File: config.mk
export PLATFORM = sky130hd
export DESIGN_NAME = alu_arbiter
export DESIGN_NICKNAME = d
export VERILOG_FILES = /design/src/rtl/alu_arbiter.sv
export SDC_FILE = /design/constraint.sdc
export NUM_CORES = 1
export LEC_CHECK = 0
export CORE_MARGIN = 4
export CORE_UTILIZATION = 38
export CTS_CLUSTER_DIAMETER = 50
export DETAILED_ROUTE_END_ITERATION = 12
export PLACE_DENSITY = 0.82
export REMOVE_ABC_BUFFERS = 1
export SYNTH_ARGS = -nofsm -noshare
export SYNTH_HDL_FRONTEND = slang
export SYNTH_SLANG_ARGS = --single-unit
File: constraint.sdc
create_clock -name clk_i -period 1.7 [get_ports clk_i]
set_input_delay 0.34 -clock clk_i [delete_from_list [all_inputs] [get_ports clk_i]]
set_output_delay 0.34 -clock clk_i [all_outputs]
set_load 0.02 [all_outputs]
File: src/rtl/alu_arbiter.sv
// Two-requester valid/ready arbiter around one external combinational ALU.
// Round-robin between requesters; define ALU_ARB_FIXED_PRIO_EN to give requester 0 fixed priority.
module alu_arbiter #(
  parameter int unsigned DATA_W = 32,
  parameter int unsigned OP_W   = 4
) (
  input  logic              clk_i,
  input  logic              rst_ni,
  input  logic              req0_valid_i,
  output logic              req0_ready_o,
  input  logic [DATA_W-1:0] req0_op1_i,
  input  logic [DATA_W-1:0] req0_op2_i,
  input  logic [OP_W-1:0]   req0_alu_op_i,
  input  logic              req0_set_z_i,
  input  logic              req1_valid_i,
  output logic              req1_ready_o,
  input  logic [DATA_W-1:0] req1_op1_i,
  input  logic [DATA_W-1:0] req1_op2_i,
  input  logic [OP_W-1:0]   req1_alu_op_i,
  input  logic              req1_set_z_i,
  output logic [DATA_W-1:0] alu_op1_o,
  output logic [DATA_W-1:0] alu_op2_o,
  output logic [OP_W-1:0]   alu_opcode_o,
  input  logic [DATA_W-1:0] alu_result_i,
  input  logic              alu_zero_i,
  output logic              resp_valid_o,
  input  logic              resp_ready_i,
  output logic              resp_id_o,
  output logic [DATA_W-1:0] resp_result_o,
  output logic              resp_zero_o,
  output logic              z_flag_o,
  output logic              busy_o
);

  typedef enum logic [1:0] {StIdle, StExec, StResp} state_e;

  state_e              state_q;
  logic [DATA_W-1:0]   op1_q, op2_q, resp_result_q;
  logic [OP_W-1:0]     opc_q;
  logic                set_z_q, z_q;
  logic                resp_valid_q, resp_id_q, resp_zero_q;
  logic                gnt1, hs;
`ifndef ALU_ARB_FIXED_PRIO_EN
  logic                rr_q;
`endif

  // gnt1 selects requester 1; otherwise requester 0 owns the grant when it is valid.
  always_comb begin
    gnt1 = 1'b0;
`ifdef ALU_ARB_FIXED_PRIO_EN
    gnt1 = req1_valid_i & ~req0_valid_i;
`else
    gnt1 = req1_valid_i & (~req0_valid_i | rr_q);
`endif
    req0_ready_o = (state_q == StIdle) & req0_valid_i & ~gnt1;
    req1_ready_o = (state_q == StIdle) & gnt1;
    hs           = req0_ready_o | req1_ready_o;
  end

  always_ff @(posedge clk_i or negedge rst_ni) begin
    if (!rst_ni) begin
      state_q       <= StIdle;
      op1_q         <= '0;
      op2_q         <= '0;
      opc_q         <= '0;
      set_z_q       <= 1'b0;
      z_q           <= 1'b0;
      resp_valid_q  <= 1'b0;
      resp_id_q     <= 1'b0;
      resp_result_q <= '0;
      resp_zero_q   <= 1'b0;
`ifndef ALU_ARB_FIXED_PRIO_EN
      rr_q          <= 1'b0;
`endif
    end else begin
      unique case (state_q)
        StIdle: begin
          if (hs) begin
            op1_q     <= gnt1 ? req1_op1_i    : req0_op1_i;
            op2_q     <= gnt1 ? req1_op2_i    : req0_op2_i;
            opc_q     <= gnt1 ? req1_alu_op_i : req0_alu_op_i;
            set_z_q   <= gnt1 ? req1_set_z_i  : req0_set_z_i;
            resp_id_q <= gnt1;
`ifndef ALU_ARB_FIXED_PRIO_EN
            rr_q      <= ~gnt1;
`endif
            state_q   <= StExec;
          end
        end
        StExec: begin
          resp_result_q <= alu_result_i;
          resp_zero_q   <= alu_zero_i;
          resp_valid_q  <= 1'b1;
          if (set_z_q) z_q <= alu_zero_i;
          state_q       <= StResp;
        end
        StResp: begin
          if (resp_ready_i) begin
            resp_valid_q <= 1'b0;
            state_q      <= StIdle;
          end
        end
        default: state_q <= StIdle;
      endcase
    end
  end

  assign alu_op1_o     = op1_q;
  assign alu_op2_o     = op2_q;
  assign alu_opcode_o  = opc_q;
  assign resp_valid_o  = resp_valid_q;
  assign resp_id_o     = resp_id_q;
  assign resp_result_o = resp_result_q;
  assign resp_zero_o   = resp_zero_q;
  assign z_flag_o      = z_q;
  assign busy_o        = (state_q != StIdle);

endmodule

## Word-level counts from Yosys, hierarchy flattened

Index checks and enable logic that the tools add are counted.

| storage, ports and cells | value |
|---|---|
| register bits | 108 |
| logic and storage cells | 39 |
| latch bits | 0 |
| bits of input ports | 176 |
| output and inout bits | 107 |
| memories kept | 0 |
| memory bits (writable) | 0 |
| ROM bits | 0 |

| cells by class | value |
|---|---|
| multiplexer cells | 9 |
| equal/unequal tests | 4 |
| shifts and indexed selects | 0 |
| div/mod/pow operators | 0 |
| reduce and logical (&&, ||, !) cells | 7 |
| order comparisons | 0 |
| add/subtract/negate cells | 0 |
| multipliers | 0 |
| bitwise logic cells | 8 |

Operator list:

| kind | count |
|---|---|
| $mux W32 | 2 |
| $reduce_and A2 Y1 | 4 |
| $pmux W2 S3 | 1 |
| $and A1 B1 Y1 | 4 |
| $mux W2 | 2 |
| $mux W4 | 1 |
| $ne A2 B2 Y1 const B | 2 |
| $reduce_bool A2 Y1 | 2 |
| $eq A2 B1 Y1 const B | 1 |
| $eq A2 B2 Y1 const B | 1 |
| $logic_not A2 Y1 | 1 |
| $mux W1 | 2 |
| $not A1 Y1 | 2 |
| $or A1 B1 Y1 | 2 |
| $pmux W1 S2 | 1 |

## Logic depth before layout (Yosys ltp)

Gate-level depths: netlist of the first run.

| depth | value |
|---|---|
| depth in word-level cells | 8 |
| mapped depth | 7 |
| depth with buffers taken out | 4 |

## Least setup slack after synthesis of the first run

No wires, ideal clock.

| timing path | value |
|---|---|
| path type | reg2out |
| start | register state_q[0] |
| end | output port req1_ready_o |
| arrival time | 1.252 ns |
| path slack | 0.108 ns |
| data required time | 1.360 ns |
| stages on the path, launching flop included | 5 |
| path buffers | 1 |
| path through | dfrtp_1 -> nor2_4 -> inv_2 -> nor3_2 -> buf_1 |

| on the way | value |
|---|---|
| longest elaborated chain between the ends | 2 |

RTL lines:

| element | RTL line | RTL |
|---|---|---|
| start: declaration | 37 | `state_e state_q;` |
| start signal: assignment | 62 | `state_q <= StIdle;` |
| start signal: assignment | 87 | `state_q <= StExec;` |
| start signal: assignment | 95 | `state_q <= StResp;` |
| $logic_not A2 Y1 | 56 | `req1_ready_o = (state_q == StIdle) & gnt1;` |
| $and A1 B1 Y1 | 56 |  |
| end: declaration | 16 | `output logic req1_ready_o,` |

No other way between the ends.

## Worst setup path after layout of the first run

| timing path | value |
|---|---|
| start | register state_q[1] |
| end | output port req0_ready_o |

| on the way | value |
|---|---|
| longest elaborated chain between the ends | 3 |

RTL lines:

| element | RTL line | RTL |
|---|---|---|
| $logic_not A2 Y1 | 55 | `req0_ready_o = (state_q == StIdle) & req0_valid_i & ~gnt1;` |
| $and A1 B1 Y1 (2 in series) | 55 |  |
| end: declaration | 10 | `output logic req0_ready_o,` |

No other way between the ends.

==> results of run 1 <==
-- synth_stat cells --
| master | number |
|---|---|
| or2_2 | 1 |
| a221o_1 | 54 |
| o21ai_0 | 16 |
| and2b_1 | 1 |
| dfrtp_1 | 108 |
| buf_1 | 1 |
| buf_8 | 4 |
| inv_2 | 1 |
| a21oi_1 | 17 |
| buf_6 | 1 |
| nand2b_1 | 2 |
| mux2_2 | 34 |
| nor2_4 | 1 |
| or2_1 | 1 |
| buf_2 | 16 |
| clkbuf_1 | 14 |
| nor2_1 | 2 |
| a21oi_2 | 1 |
| or3b_1 | 1 |
| buf_4 | 1 |
| nor3b_1 | 1 |
| a21o_1 | 1 |
| inv_1 | 2 |
| a21boi_1 | 3 |
| nand3_1 | 15 |
| nor2b_1 | 1 |
| nand2_1 | 2 |
| a31oi_1 | 15 |
| a21boi_0 | 51 |
| nor3_2 | 1 |
-- power groups by stage --
| stage | combinational [W] | clock (W) | sequential [W] |
|---|---|---|---|
| global route | 0.00877 | 0.00208 | 0.00474 |
| detailed placement | 0.00833 | 0 | 0.00463 |
| floorplan | 0.00260 | 0 | 0.00605 |
| CTS | 0.00842 | 0.00197 | 0.00460 |
| finish | 0.00831 | 0.00192 | 0.00459 |
| global placement | 0.00811 | 0 | 0.00457 |
-- metal layers --
metal	vias to the layer above	share of wire, %	global-route usage (%)
li1	1996	-	-
met1	2196	38	27.21
met2	208	53	41.93
met3	27	7.0	5.176
met4	0	2.4	8.907
met5	-	0	0
-- per-stage QoR --
stage,area (sq um),power [W],hold slack [ns]
floorplan,4484,0.008648,0.04441
global placement,7796,0.01268,0.4621
detailed placement,7796,0.01295,0.4696
CTS,8108,0.01500,0.09357
global route,8188,0.01559,0.1092
finish,8188,0.01481,0.06307
-- cells by family (layout without fill, tap and decap cells) --
| family | Yosys count | after routing | share of synthesized area, % |
|---|---|---|---|
| simple gates | 29 | 29 | 3.541 |
| flops | 108 | 108 | 57.51 |
| mux | 34 | 34 | 8.147 |
| buf+inv | 40 | 329 | 4.819 |
| compound gates | 158 | 158 | 25.99 |
-- sequential cells by signal, summed over array words and instances (netlist names) --
name,cells
alu_op1_o,32
resp_result_o,32
rr_q,1
state_q,2
z_flag_o,1
resp_zero_o,1
resp_valid_o,1
alu_opcode_o,4
resp_id_o,1
set_z_q,1
alu_op2_o,32
-- cell type report --
type,instances,area (sq um)
timing repair buffer,312,3214
fill,866,3874
tap,168,210.2
inverter,3,11.26
clock inverter,3,15.01
sequential,108,2704
multi-input combinational,221,1790
clock buffer,11,242.7
-- cells in the final DEF, fill, tap and decap left out, types with 2 or more instances in the layout --
cell / n
nand2b_1: 2
clkdlybuf4s50_1: 238
clkbuf_16: 9
dfrtp_1: 107
or2_2: 2
buf_12: 7
inv_1: 2
o21ai_0: 16
mux2_2: 34
dlygate4sd2_1: 10
clkbuf_8: 2
buf_6: 4
a221o_1: 54
a31oi_1: 15
nand2_1: 2
a21oi_1: 17
nor2_1: 2
nand3_1: 15
a21boi_1: 3
a21boi_0: 51
dlymetal6s2s_1: 30
clkinv_2: 3
buf_4: 20
-- timing repair --
action | 4_1_cts | 5_1_grt
resized for setup | 26 | 34
pin swaps | 2 | 0
endpoints found under the setup margin | 66 | 87
setup buffers | 6 | 0
-- path summary, 6_finish.rpt --
kind / cells after the start / slack [ns] / end / from
max: 3 / -0.14 / req0_ready_o / state_q[1]
min: 2 / 0.06 / resp_result_o[25] / rst_ni
max reg2reg: 4 / -0.04 / alu_op2_o[16] / state_q[1]
min reg2reg: 1 / 0.48 / resp_id_o / resp_id_o
max in group asynchronous: 2 / 1.18 / state_q[1] / rst_ni
min in group clk_i: 1 / 0.48 / resp_id_o / resp_id_o
==> key figures, run 1 <==
Pwr
  • Combinational share of power: 56.1%
  • Lkg Pwr: 3.619 nW
  • Clock power share: between 10% and 20%
  • Int Power: approximately 0.0091 W
  • P per Cell Area: around 1800 nW/um^2
  • VDD IR max: 921.4 uV
  • Share of power burned in registers: a little under a third
  • Sw Pwr: 0.005690 W
  • Sw Share: 38.41%

Drt
  • Drt total wl: 17.16 mm
  • Remaining DRCs: 0
  • Iter 0 DRT Violations: 300
  • WL per Instance: 20.78 microns
  • Antenna Nets Post-Route: 0
  • DRT Pass-1 Iters: 4
  • Vias: 4427
  • Vias per cell: 5.360

Logic synthesis
  • Area leader, netlist: dfrtp_1
  • Syn Inst Count: 369
  • Syn Area/Cell: 12.74 sq um
  • Synth top area share: 57.51%
  • Sequential area share after synthesis: about 58%
  • Yosys warnings: 0
  • Area contributors post-synth: dfrtp_1 58%, a221o_1 12%, a21boi_0 8.1%, mux2_2 8.1%, a31oi_1 2.0%
  • Synth Cell Area: 4700 sq um
  • Distinct cells, synth: 30
  • Yosys reg bits: about 110

Floorplanning
  • Die Area: 14210 sq um
  • Width of the die: 119.2 microns
  • CORE AREA: 12060 sq um
  • Starting Density: 38.96%
  • Die Ht: 119.2 microns
  • I/O pin count: 283
  • Std-Cell Rows: 40

Global route
  • Largest net degree at the start of global routing: 109
  • GRT Overall Usage: 23.41%
  • GRT Residual Overflow: 0
  • Number of global-route vias before repair: 4618
  • Global-route wire length before repair: 26.03 mm
  • Initial antenna violation count: 0

Timing
  • Max-slew violations: 0
  • Final setup violation count: 56
  • Tcrit/Tclk final: 108.3%
  • RSZ-0062 raised after global routing: yes
  • Fmax: 0.5433 GHz
  • Slew margin rel.: 61.36%
  • Clock skew: 0.006948 ns
  • Sum Neg Setup Slack: -1.406 ns
  • Worst Slack Setup Final: -0.1405 ns
  • Slew @ Worst Pin: 0.5796 ns
  • Endpoints failing hold: 0
  • Tmin final: 1.840 ns

Clocking
  • CTS root buf: clkbuf_16
  • CTS tree: built
  • Clock sinks: 108
  • H-tree depth: 3
  • Hold-fix buffers at CTS: 0
  • Clock Latency Late Sink: 0.35 ns
  • Clock Path Buffers: 2
  • CTS Buf Count: 9
  • Worst-path clk slew: approximately 0.070 ns

Layout
  • Final Util: 67.88%
  • Area grow syn2layout: 74.23%
  • Final cell count without fillers: 826
  • Post-layout net count: 831
  • Antenna diodes: 0
  • Ratio of cells with drive above 1 in the final layout: 13.83%

Placement
  • GPL Wtd Cong: 0.8020
  • Placement Setup Slack: -0.7397 ns
  • PortBufs: 282
  • Inst Count DP: 806
  • HPWL Detailed: 12.45 mm

Setup path
  • Worst stage delay on the critical path: 0.43 ns
  • CP Capture Type: primary output
  • Setup crit start kind: flop
  • CP required: 1.36 ns
  • CP max FO: 3
  • CP delay by family, top: flip-flops
  • Worst EP arrival: 1.50 ns
  • WS Path Type: reg2out
  • Worst-path cell with the longest stage delay: dfrtp_2
  • CP bufs+invs: 1
  • Cells along the critical path: or3b_4 -> a21oi_4 -> buf_6

Run status
  • Failing checks: negative setup slack
  • Status: finished with violations

Min path
  • Worst min path class: in2async

Flow run
  • Max Cap Viol: 0
Note: power is estimated with default switching activity, not from simulation.
==> inputs of run 2 (changes only) <==
- SETUP_SLACK_MARGIN: not set -> 0.02
==> run 2 against run 1 <==
  * The flow still finishes with violations (negative setup slack)
  * First-iteration DRC count increased by 5.3%
  * Combinational power fell by 3.5%
  * Sequential cell count unchanged
  * Sequential power is essentially flat
  * Clock power is essentially flat
  * Core utilization about the same
  * Via count is 0.54% higher
  * Critical path depth stayed put
  * Critical endpoint unchanged
  * Fmax up 0.16%
  * Largest power group unchanged
==> key figures, run 2 (synthesis results as in run 1) <==
Floorplanning
  • Die Ht: 119.2 microns (unchanged)
  • Std-Cell Rows: 40 (unchanged)
  • I/O pin count: 283 (unchanged)
  • Width of the die: 119.2 microns (unchanged)
  • Die Area: 14210 sq um (unchanged)
  • CORE AREA: 12060 sq um (unchanged)
  • Starting Density: 38.96% (unchanged)

Run status
  • Failing checks: negative setup slack
  • Status: finished with violations

Timing
  • Clock skew: 0.007352 ns (+0.0004038 ns)
  • Final setup violation count: 32 (-43%)
  • Slew margin rel.: 57.54% (-3.8 points)
  • RSZ-0062 raised after global routing: yes
  • Fmax: 0.5442 GHz (+0.16%)
  • Endpoints failing hold: 0 (unchanged)
  • Tmin final: 1.838 ns (-0.002857 ns)
  • Tcrit/Tclk final: 108.1% (-0.17 points)
  • Worst Slack Setup Final: -0.1376 ns (+0.002857 ns)
  • Max-slew violations: 0 (unchanged)
  • Slew @ Worst Pin: 0.6369 ns (+0.05732 ns)

Layout
  • Commonest non-fill, non-tap cells in the layout: 194 x clkdlybuf4s50_1, 107 x dfrtp_1, 54 x a221o_1
  • Area grow syn2layout: 74.25% (about the same)
  • Final cell count without fillers: 826 (unchanged)
  • Ratio of cells with drive above 1 in the final layout: 13.83% (unchanged)
  • Finished layout cell area: 8189 sq um (about the same)
  • Post-layout net count: 831 (unchanged)
  • Antenna diodes: 0 (unchanged)
  • Commonest non-fill, non-tap cell in the layout: clkdlybuf4s50_1

Clocking
  • Hold-fix buffers at CTS: 0 (unchanged)
  • CTS root buf: clkbuf_16
  • Worst-path clk slew: 0.07 ns (about the same)
  • Clock Latency Late Sink: 0.35 ns (about the same)
  • Clock Path Buffers: 2 (unchanged)
  • Clock sinks: 108 (unchanged)
  • H-tree depth: 3 (unchanged)
  • CTS tree: built
  • CTS Buf Count: 9 (unchanged)

Setup path
  • Setup crit start: state_q[1]
  • R2r worst-path depth: 4 (unchanged)
  • Worst EP arrival: 1.50 ns (about the same)
  • CP max FO: 3 (unchanged)
  • CP required: 1.36 ns (about the same)
  • Setup crit start kind: flop
  • FF-to-FF Start: state_q[1]
  • WS Path Type: reg2out
  • RR Endpoint: alu_op2_o[16]
  • Reg-to-reg slack, setup: -0.04 ns (about the same)
  • CP Capture Type: primary output

Drt
  • DRT Pass-1 Iters: 7 (+3)
  • Drt total wl: 17.23 mm (+0.37%)
  • Vias: 4451 (+0.54%)
  • WL per Instance: 20.86 microns (+0.37%)
  • Vias per cell: 5.389 (+0.54%)
  • Antenna Nets Post-Route: 0 (unchanged)
  • Remaining DRCs: 0 (unchanged)
  • Iter 0 DRT Violations: 316 (+5.3%)

Flow run
  • Max Cap Viol: 0 (unchanged)

Global route
  • Initial antenna violation count: 0 (unchanged)
  • Global-route wire length before repair: 26.02 mm (about the same)
  • Number of global-route vias before repair: 4617 (-0.022%)
  • GRT Residual Overflow: 0 (unchanged)
  • GRT Overall Usage: 23.41% (unchanged)
  • Largest net degree at the start of global routing: 109 (unchanged)

Pwr
  • Lkg Pwr: 3.814 nW (+5.4%)
  • VDD IR max: 903.3 uV (-2.0%)
  • Design Power: 0.01450 W (-2.1%)
  • P per Cell Area: 1771 nW/um^2 (-2.1%)

Placement
  • PortBufs: 282 (unchanged)
  • HPWL Detailed: 12.45 mm (unchanged)
  • Inst Count DP: 806 (unchanged)
  • GPL Wtd Cong: 0.8020 (unchanged)
  • Placed Area: 7796 sq um (unchanged)

Min path
  • Worst min path class: in2async
## run 2: changes by cell type in the layout (fill, tap and decap cells not counted), sizes merged
cell	previous run	this run
dlygate4sd2	10	39
clkdlybuf4s50	238	194
dlymetal6s2s	30	45
## run 2: routing by layer
metal | global-route usage [%] | routed length [microns] | vias to the layer above
met5 | 0 | 0 | -
met4 | 8.907 | 456 | 0
met3 | 5.081 | 1192 | 31
met2 | 42.00 | 9083 | 205
met1 | 27.21 | 6495 | 2215
li1 | - | - | 2000
## run 2: where the power goes
part	internal [W]	total (W)	leakage, nW	switching [W]
registers	0.00387	0.00456	1.29	0.000690
clock network	0.00101	0.00192	0.131	0.000908
logic	0.00396	0.00802	2.39	0.00406
## run 2: worst max-delay path, stage by stage (launching register included)
cell and delay [ns]:
dfrtp_2 0.43, or3b_4 0.40, a21oi_4 0.16, buf_6 0.15
## run 2: area by class of cell
cell class / count / area (sq um)
Clock buffer: 11 / 242.7
Clock inverter: 3 / 15.01
Fill cell: 877 / 3872
Inverter: 3 / 11.26
Multi-Input combinational cell: 221 / 1790
Sequential cell: 108 / 2704
Tap cell: 168 / 210.2
Timing Repair Buffer: 312 / 3216
## run 2: how the worst max path moves through the flow
stage / cells after the start / end
floorplan: 4 / alu_op1_o[0]
global placement: 4 / req0_ready_o
detailed placement: 4 / req0_ready_o
CTS: 3 / req0_ready_o
global route: 3 / req0_ready_o
finish: 3 / req0_ready_o
## run 2: repair_timing
item                                    in CTS  in global routing
endpoints found under the setup margin      95                103
pin swaps                                    2                  0
setup buffers                                6                  0
resized for setup                           55                 49
## run 2: stage by stage
| step | TNS [ns] | hold WS, ns | utilization (%) | setup WS (ns) |
|---|---|---|---|---|
| 2_1_floorplan | -145.10 | 0.04441 | - | -1.918 |
| 3_3_place_gp | -32.39 | 0.4621 | 64.64 | -0.7301 |
| 3_5_place_dp | -34.77 | 0.4696 | 64.64 | -0.7397 |
| 4_1_cts | -1.431 | 0.09357 | 66.92 | -0.1651 |
| 5_1_grt | -3.206 | 0.1048 | 67.89 | -0.1756 |
| 6_report | -0.5729 | 0.02367 | 67.89 | -0.1376 |
